[src/rtl/core_pkg.sv]
// Shared types and constants for the instruction fetch front end.
package core_pkg;

    localparam logic [31:0] NOP_INSN         = 32'h0000_0013;
    localparam logic [31:0] DEFAULT_RESET_PC = 32'h0000_0000;

    typedef struct packed {
        logic [31:0] pc;
        logic [31:0] insn;
    } fetch_entry_t;

    function automatic logic [31:0] word_align(input logic [31:0] addr);
        return {addr[31:2], 2'b00};
    endfunction

endpackage

[src/rtl/fetch_fifo.sv]
// Synchronous FIFO of fetch entries with a flush that empties it in one cycle.
// Head entry is read straight from the storage registers.
module fetch_fifo
    import core_pkg::*;
#(
    parameter int DEPTH = 4
) (
    input  logic                   clk,
    input  logic                   reset,
    input  logic                   flush,
    input  logic                   push,
    input  fetch_entry_t           wdata,
    input  logic                   pop,
    output fetch_entry_t           rdata,
    output logic                   empty,
    output logic [$clog2(DEPTH):0] count
);

    localparam int PTR_W = $clog2(DEPTH);
    localparam int CNT_W = PTR_W + 1;

    fetch_entry_t     mem_q [DEPTH];
    fetch_entry_t     mem_d [DEPTH];
    logic [PTR_W-1:0] wr_ptr_q, wr_ptr_d;
    logic [PTR_W-1:0] rd_ptr_q, rd_ptr_d;
    logic [CNT_W-1:0] count_q, count_d;
    logic             full_s;
    logic             do_push_s;
    logic             do_pop_s;

    assign full_s    = (count_q == CNT_W'(DEPTH));
    assign empty     = (count_q == {CNT_W{1'b0}});
    assign do_pop_s  = pop && !empty;
    // a full FIFO still accepts a push when the head leaves in the same cycle
    assign do_push_s = push && (!full_s || do_pop_s);
    assign rdata     = mem_q[rd_ptr_q];
    assign count     = count_q;

    // next-state for pointers, occupancy and storage
    always_comb begin
        mem_d    = mem_q;
        wr_ptr_d = wr_ptr_q;
        rd_ptr_d = rd_ptr_q;
        count_d  = count_q;
        if (flush) begin
            wr_ptr_d = {PTR_W{1'b0}};
            rd_ptr_d = {PTR_W{1'b0}};
            count_d  = {CNT_W{1'b0}};
        end else begin
            if (do_push_s) begin
                mem_d[wr_ptr_q] = wdata;
                wr_ptr_d        = wr_ptr_q + PTR_W'(1);
            end else begin
                wr_ptr_d = wr_ptr_q;
            end
            if (do_pop_s) begin
                rd_ptr_d = rd_ptr_q + PTR_W'(1);
            end else begin
                rd_ptr_d = rd_ptr_q;
            end
            count_d = count_q + CNT_W'(do_push_s) - CNT_W'(do_pop_s);
        end
    end

    // pointer and occupancy registers
    always_ff @(posedge clk) begin
        if (reset) begin
            wr_ptr_q <= {PTR_W{1'b0}};
            rd_ptr_q <= {PTR_W{1'b0}};
            count_q  <= {CNT_W{1'b0}};
        end else begin
            wr_ptr_q <= wr_ptr_d;
            rd_ptr_q <= rd_ptr_d;
            count_q  <= count_d;
        end
    end

    // storage registers; contents are only meaningful below the occupancy count
    always_ff @(posedge clk) begin
        mem_q <= mem_d;
    end

endmodule

[src/rtl/fetch_unit.sv]
// Instruction fetch front end: PC, credit-limited imem requests, response FIFO, redirects.
// Optional macro FETCH_BYPASS_EN forwards a response straight to the decoder when the FIFO is empty.
module fetch_unit
    import core_pkg::*;
#(
    parameter logic [31:0] RESET_PC   = DEFAULT_RESET_PC,
    parameter int          FIFO_DEPTH = 4
) (
    input  logic        clk,
    input  logic        reset,
    output logic        imem_req,
    output logic [31:0] imem_addr,
    input  logic        imem_gnt,
    input  logic        imem_rvalid,
    input  logic [31:0] imem_rdata,
    input  logic        redirect_en,
    input  logic [31:0] redirect_pc,
    output logic        insn_valid,
    output logic [31:0] insn,
    output logic [31:0] insn_pc,
    input  logic        insn_ready
);

    localparam int CNT_W = $clog2(FIFO_DEPTH) + 1;

    logic [31:0]      fetch_pc_q, fetch_pc_d;
    logic [31:0]      resp_pc_q, resp_pc_d;
    logic [CNT_W-1:0] outstanding_q, outstanding_d;
    logic [CNT_W-1:0] drop_q, drop_d;

    logic [CNT_W:0]   credit_sum_s;
    logic             accept_s;
    logic             resp_s;
    logic             keep_s;
    logic             discard_s;
    logic             bypass_s;
    logic             fifo_push_s;
    logic             fifo_pop_s;
    logic             fifo_empty_s;
    logic [CNT_W-1:0] fifo_count_s;
    fetch_entry_t     fifo_wdata_s;
    fetch_entry_t     fifo_rdata_s;

    // in-flight requests plus buffered words never exceed the FIFO size
    assign credit_sum_s = {1'b0, outstanding_q} + {1'b0, fifo_count_s};
    assign imem_req     = !reset && (credit_sum_s < (CNT_W + 1)'(FIFO_DEPTH));
    assign imem_addr    = fetch_pc_q;
    assign accept_s     = imem_req && imem_gnt;

    assign resp_s    = imem_rvalid && !reset && (outstanding_q != {CNT_W{1'b0}});
    assign discard_s = resp_s && (drop_q != {CNT_W{1'b0}});
    assign keep_s    = resp_s && (drop_q == {CNT_W{1'b0}}) && !redirect_en;

`ifdef FETCH_BYPASS_EN
    assign bypass_s = keep_s && fifo_empty_s && insn_ready;
`else
    assign bypass_s = 1'b0;
`endif

    assign fifo_push_s  = keep_s && !bypass_s;
    assign fifo_pop_s   = !fifo_empty_s && insn_ready && !redirect_en;
    assign fifo_wdata_s = '{pc: resp_pc_q, insn: imem_rdata};
    assign insn_valid   = !fifo_empty_s || bypass_s;

    fetch_fifo #(
        .DEPTH (FIFO_DEPTH)
    ) u_fifo (
        .clk   (clk),
        .reset (reset),
        .flush (redirect_en),
        .push  (fifo_push_s),
        .wdata (fifo_wdata_s),
        .pop   (fifo_pop_s),
        .rdata (fifo_rdata_s),
        .empty (fifo_empty_s),
        .count (fifo_count_s)
    );

    // decoder-facing word and PC, NOP/0 when nothing is presented
    always_comb begin
        insn    = NOP_INSN;
        insn_pc = 32'h0000_0000;
        if (!fifo_empty_s) begin
            insn    = fifo_rdata_s.insn;
            insn_pc = fifo_rdata_s.pc;
        end else if (bypass_s) begin
            insn    = imem_rdata;
            insn_pc = resp_pc_q;
        end else begin
            insn    = NOP_INSN;
            insn_pc = 32'h0000_0000;
        end
    end

    // PC, outstanding and drop-count next state
    always_comb begin
        outstanding_d = outstanding_q + CNT_W'(accept_s) - CNT_W'(resp_s);
        fetch_pc_d    = fetch_pc_q;
        resp_pc_d     = resp_pc_q;
        drop_d        = drop_q;
        if (redirect_en) begin
            // everything still in flight, including this cycle's accept, is stale
            fetch_pc_d = word_align(redirect_pc);
            resp_pc_d  = word_align(redirect_pc);
            drop_d     = outstanding_d;
        end else begin
            if (accept_s) begin
                fetch_pc_d = fetch_pc_q + 32'd4;
            end else begin
                fetch_pc_d = fetch_pc_q;
            end
            if (keep_s) begin
                resp_pc_d = resp_pc_q + 32'd4;
            end else begin
                resp_pc_d = resp_pc_q;
            end
            if (discard_s) begin
                drop_d = drop_q - CNT_W'(1);
            end else begin
                drop_d = drop_q;
            end
        end
    end

    // fetch state registers
    always_ff @(posedge clk) begin
        if (reset) begin
            fetch_pc_q    <= RESET_PC;
            resp_pc_q     <= RESET_PC;
            outstanding_q <= {CNT_W{1'b0}};
            drop_q        <= {CNT_W{1'b0}};
        end else begin
            fetch_pc_q    <= fetch_pc_d;
            resp_pc_q     <= resp_pc_d;
            outstanding_q <= outstanding_d;
            drop_q        <= drop_d;
        end
    end

endmodule

[config.mk]
export PLATFORM = sky130hd
export DESIGN_NAME = fetch_unit
export DESIGN_NICKNAME = d
export VERILOG_FILES = /design/src/rtl/core_pkg.sv /design/src/rtl/fetch_fifo.sv /design/src/rtl/fetch_unit.sv
export SDC_FILE = /design/constraint.sdc
export NUM_CORES = 1
export LEC_CHECK = 0
export BUFFER_PORTS_ARGS = -buffer_cell sky130_fd_sc_hd__buf_2
export CAP_MARGIN = 20
export CORE_UTILIZATION = 58
export DETAILED_ROUTE_END_ITERATION = 16
export PLACE_DENSITY = 0.8
export SYNTH_ARGS = -nofsm -noshare
export SYNTH_HDL_FRONTEND = slang
export SYNTH_SLANG_ARGS = --single-unit
[constraint.sdc]
create_clock -name clk -period 3.7 [get_ports clk]
set_clock_uncertainty 0.05 [all_clocks]
set_input_delay 0.185 -clock clk [delete_from_list [all_inputs] [get_ports clk]]
set_output_delay 0.185 -clock clk [all_outputs]
set_load 0.02 [all_outputs]
==> summary.md <==
| Metric | Value |
|---|---|
| Worst Path Arrival | 3.47 ns |
| Relative max-transition margin | 46.22% |
| Final hold viol count | 0 |
| Diode insertion count for antenna repair | 0 |
| Power per cell area | 476.2 nW/um^2 |
| Time the worst path needs with I/O delays and setup | 3.048 ns |
| Kind of path behind the tightest hold check | input pin to register |
| Worst-case reg-to-reg path depth | 13 |
| Number of sinks on the clock net | 321 |
| Total of buffers placed on input and output ports | 161 |
| Sum of met2 wire segment lengths after detailed routing | 14.21 mm |
| CTS tree | yes |
| Gate count after technology mapping | 882 |
| Clock buffers created by TritonCTS | 30 |
| Number of flops mapped to enable cells by yosys | 248 |
| Post-Route WL | 28.86 mm |
| Clock Latency Late Sink | 0.55 ns |
| Setup Crit Path Kind | register to register |
| Sequential cell area | 8914 um^2 |
| Syn avg cell area | 15.28 um^2 |
| Wire length on met3 | 1.840 mm |
| DRT iter0 DRCs | 540 |
| Total half-perimeter wirelength after legalization and detailed placement | 16.64 mm |
| Worst Setup End Kind | register |
| Biggest area contributors in the synthesized netlist | sky130_fd_sc_hd__edfxtp_1 55%, sky130_fd_sc_hd__dfxtp_1 11%, sky130_fd_sc_hd__mux4_2 10% |
| DR WL/cell | 20.41 um |
| Accumulated negative setup slack | 0 ns |
| Global-route wire length before repair | 44.84 mm |
| I/O Pins | 168 |
| Part of the Yosys area used for sequential elements | 66.12% |
| Antenna violations before repair | 0 |
| Die width | 154.4 um |
| Std-Cell Rows | 55 |
| Number of global-route vias before repair | 8236 |
| Core region area | 22710 um^2 |
| Proportion of netlist area held by the largest area contributor | 55.27% |
| Ratio of routed vias to standard cells | 5.812 |
| Overall global routing resource usage | 24.55% |
| Total number of yosys warnings | 0 |
| Status | complete, no violations |
| Achievable Freq | 0.3281 GHz |
| Library cell occupying the most area in the post-synthesis netlist | sky130_fd_sc_hd__edfxtp_1 |
| CP Launch Type | register |
| VDD IR-drop max | 0.3312 mV |
| Max clock buf depth | 3 |
| Overall overflow remaining after global route | 0 |
| Unrepaired setup endpoints after global routing | no |
| Async S/R FF share, synth | 0% |
| Critical path fanouts, max | 4 |
| Filler cell count in the final layout | 1415 |
| Fin cells | 1414 |
| Share of layout cells above drive strength 1 | 27.28% |
| Actual slew at the worst max-slew pin | 0.8000 ns |
| Final net count | 1191 |
| Data required time at the worst endpoint | 4.12 ns |
| Power consumption | 7.709 mW |
| Final Util | 71.28% |
| Library cell used as clock root buffer | sky130_fd_sc_hd__clkbuf_16 |
| Total number of vias | 8218 |
| Setup violation total in the final timing report | 0 |
| Max-slew violation count | 0 |
| Post-synth top flop | sky130_fd_sc_hd__edfxtp_1 |
| Number of flip-flops and latches in the synthesized netlist | 321 |
| Instance count along the most critical hold path | 4 |
| Remaining antenna violation count | 0 |
| Maximum number of pins on one net before global-route repair | 64 |
| Count of unique library cells instantiated by Yosys | 50 |
| Leading cell type by number of instances after synthesis | sky130_fd_sc_hd__edfxtp_1 |
| Starting density of the core | 59.33% |
| Max Cap Violations | 0 |
| DRC | 0 |
| DP Cell Count | 1299 |
| Commonest cells post-synth | 248 x sky130_fd_sc_hd__edfxtp_1, 73 x sky130_fd_sc_hd__dfxtp_1, 62 x sky130_fd_sc_hd__mux4_2 |
| DIE HEIGHT | 154.4 um |
| Gpl congestion | 0.8434 |
| Leak Pwr | 5.670 nW |
| Die Area | 23850 um^2 |
| Post-placement cell area | 14640 um^2 |
| First-pass detailed-route iteration total | 5 |
| Post-CTS setup repair buffer count | 0 |
| Design area | 16190 um^2 |
| Routed met1 length | 12.16 mm |
| Layout Area Growth over Synthesis | 20.13% |
| Multi-input gate area | 4212 um^2 |
| Final period utilization | 82.38% |
| Maximum level of the CTS H-tree | 1 |
| Clock transition at the registers of the reported paths | 0.07 ns |
| Post-synthesis instance area | 13470 um^2 |
| Highest routing layer actually used | met4 |
-- cell usage in the layout, fill, tap and decap left out, drive strengths merged, types with 2 or more instances in the layout --
cell type	Yosys	final
a21boi	48	48
a21oi	31	31
a31oi	3	3
and2	8	8
and3	9	9
and4	7	7
buf	13	174
clkbuf	32	44
clkinv	1	9
clkinvlp	0	2
conb	1	4
dfxtp	73	73
dlygate4sd3	0	59
edfxtp	248	248
fa	2	2
ha	14	14
inv	48	50
mux4	62	62
nand2	28	28
nand3	20	20
nand3b	2	2
nand4	19	19
nor2	19	19
nor2b	61	61
nor3	22	22
nor3b	2	2
nor4	14	14
nor4b	2	2
o21ai	3	3
o21bai	2	2
o22ai	3	3
or2	5	5
or4	4	4
xnor2	44	44
xor2	22	22
-- power breakdown --
| part | leakage, nW | switching, mW | internal (mW) |
|---|---|---|---|
| registers | 2.85 | 0.126 | 4.00 |
| clock network | 0.472 | 1.29 | 1.66 |
| logic | 2.34 | 0.343 | 0.289 |
| total | 5.67 | 1.75 | 5.95 |
-- worst max-delay path, stage by stage (launching register included) --
cell,delay [ns]
sky130_fd_sc_hd__dfxtp_1,0.42
sky130_fd_sc_hd__ha_1,0.28
sky130_fd_sc_hd__nor4_1,0.27
sky130_fd_sc_hd__and3_1,0.30
sky130_fd_sc_hd__inv_1,0.11
sky130_fd_sc_hd__ha_1,0.28
sky130_fd_sc_hd__inv_1,0.06
sky130_fd_sc_hd__ha_1,0.13
sky130_fd_sc_hd__inv_1,0.05
sky130_fd_sc_hd__fa_1,0.37
sky130_fd_sc_hd__xor2_1,0.16
sky130_fd_sc_hd__xnor2_1,0.13
sky130_fd_sc_hd__and2_1,0.16
sky130_fd_sc_hd__a211oi_1,0.19
-- worst paths after layout --
check	startpoint	to	slack (ns)
hold reg to reg	resp_pc_q[31]	u_fifo.mem_q[63]	0.48
hold / removal	redirect_pc[26]	imem_addr[26]	0.04
setup / recovery	u_fifo.count[2]	drop_q[2]	0.65
setup reg to reg	u_fifo.count[2]	drop_q[2]	0.65
-- repair_timing --
item | in CTS | in global routing
hold buffers | 59 | 0
resized for setup | 0 | 0
hold endpoints to repair | 179 | 0
-- metal layers --
| layer | GRT usage, % | vias up |
|---|---|---|
| met2 | 41.35 | 323 |
| met4 | 7.355 | 0 |
| met5 | 0 | - |
| met1 | 33.24 | 4095 |
| met3 | 3.839 | 46 |
| li1 | - | 3754 |
-- flip-flops by register name, indices dropped and copies added, names as in the netlist --
signal and flops:
u_fifo.count 3, u_fifo.rd_ptr_q 2, drop_q 3, u_fifo.mem_q 248, u_fifo.wr_ptr_q 2, outstanding_q 3, imem_addr 30, resp_pc_q 30
-- metrics by stage --
step,worst slack [ns],hold WS [ns]
2_1_floorplan,0.3846,0.2339
3_3_place_gp,0.7658,0.3494
3_5_place_dp,0.6886,0.3520
4_1_cts,0.6876,0.004847
5_1_grt,0.3921,0.05491
6_report,0.6520,0.04226
-- layout make-up --
cell class	count	share of cell area [%]
flip-flops and latches	321	55.07
multi-input cells	470	26.02
repair buffers	233	9.693
clock buffers	44	5.480
well taps	285	2.203
inverters	49	1.136
clock inverters	12	0.4019
-- cells by family (layout without fill, tap and decap cells) --
group | Yosys count | count (layout) | share of synthesized area, %
DFF | 321 | 321 | 66.12
and+or+nand+nor | 225 | 225 | 10.06
AOI/OAI and AO/OA | 96 | 96 | 4.689
buffers and inverters | 94 | 338 | 2.786
xor gates and xnor gates | 66 | 66 | 4.290
muxes | 63 | 63 | 10.44
adders and majority gates | 16 | 16 | 1.597
other | 1 | 4 | 0.02783
Note: power is estimated with default switching activity, not from simulation.
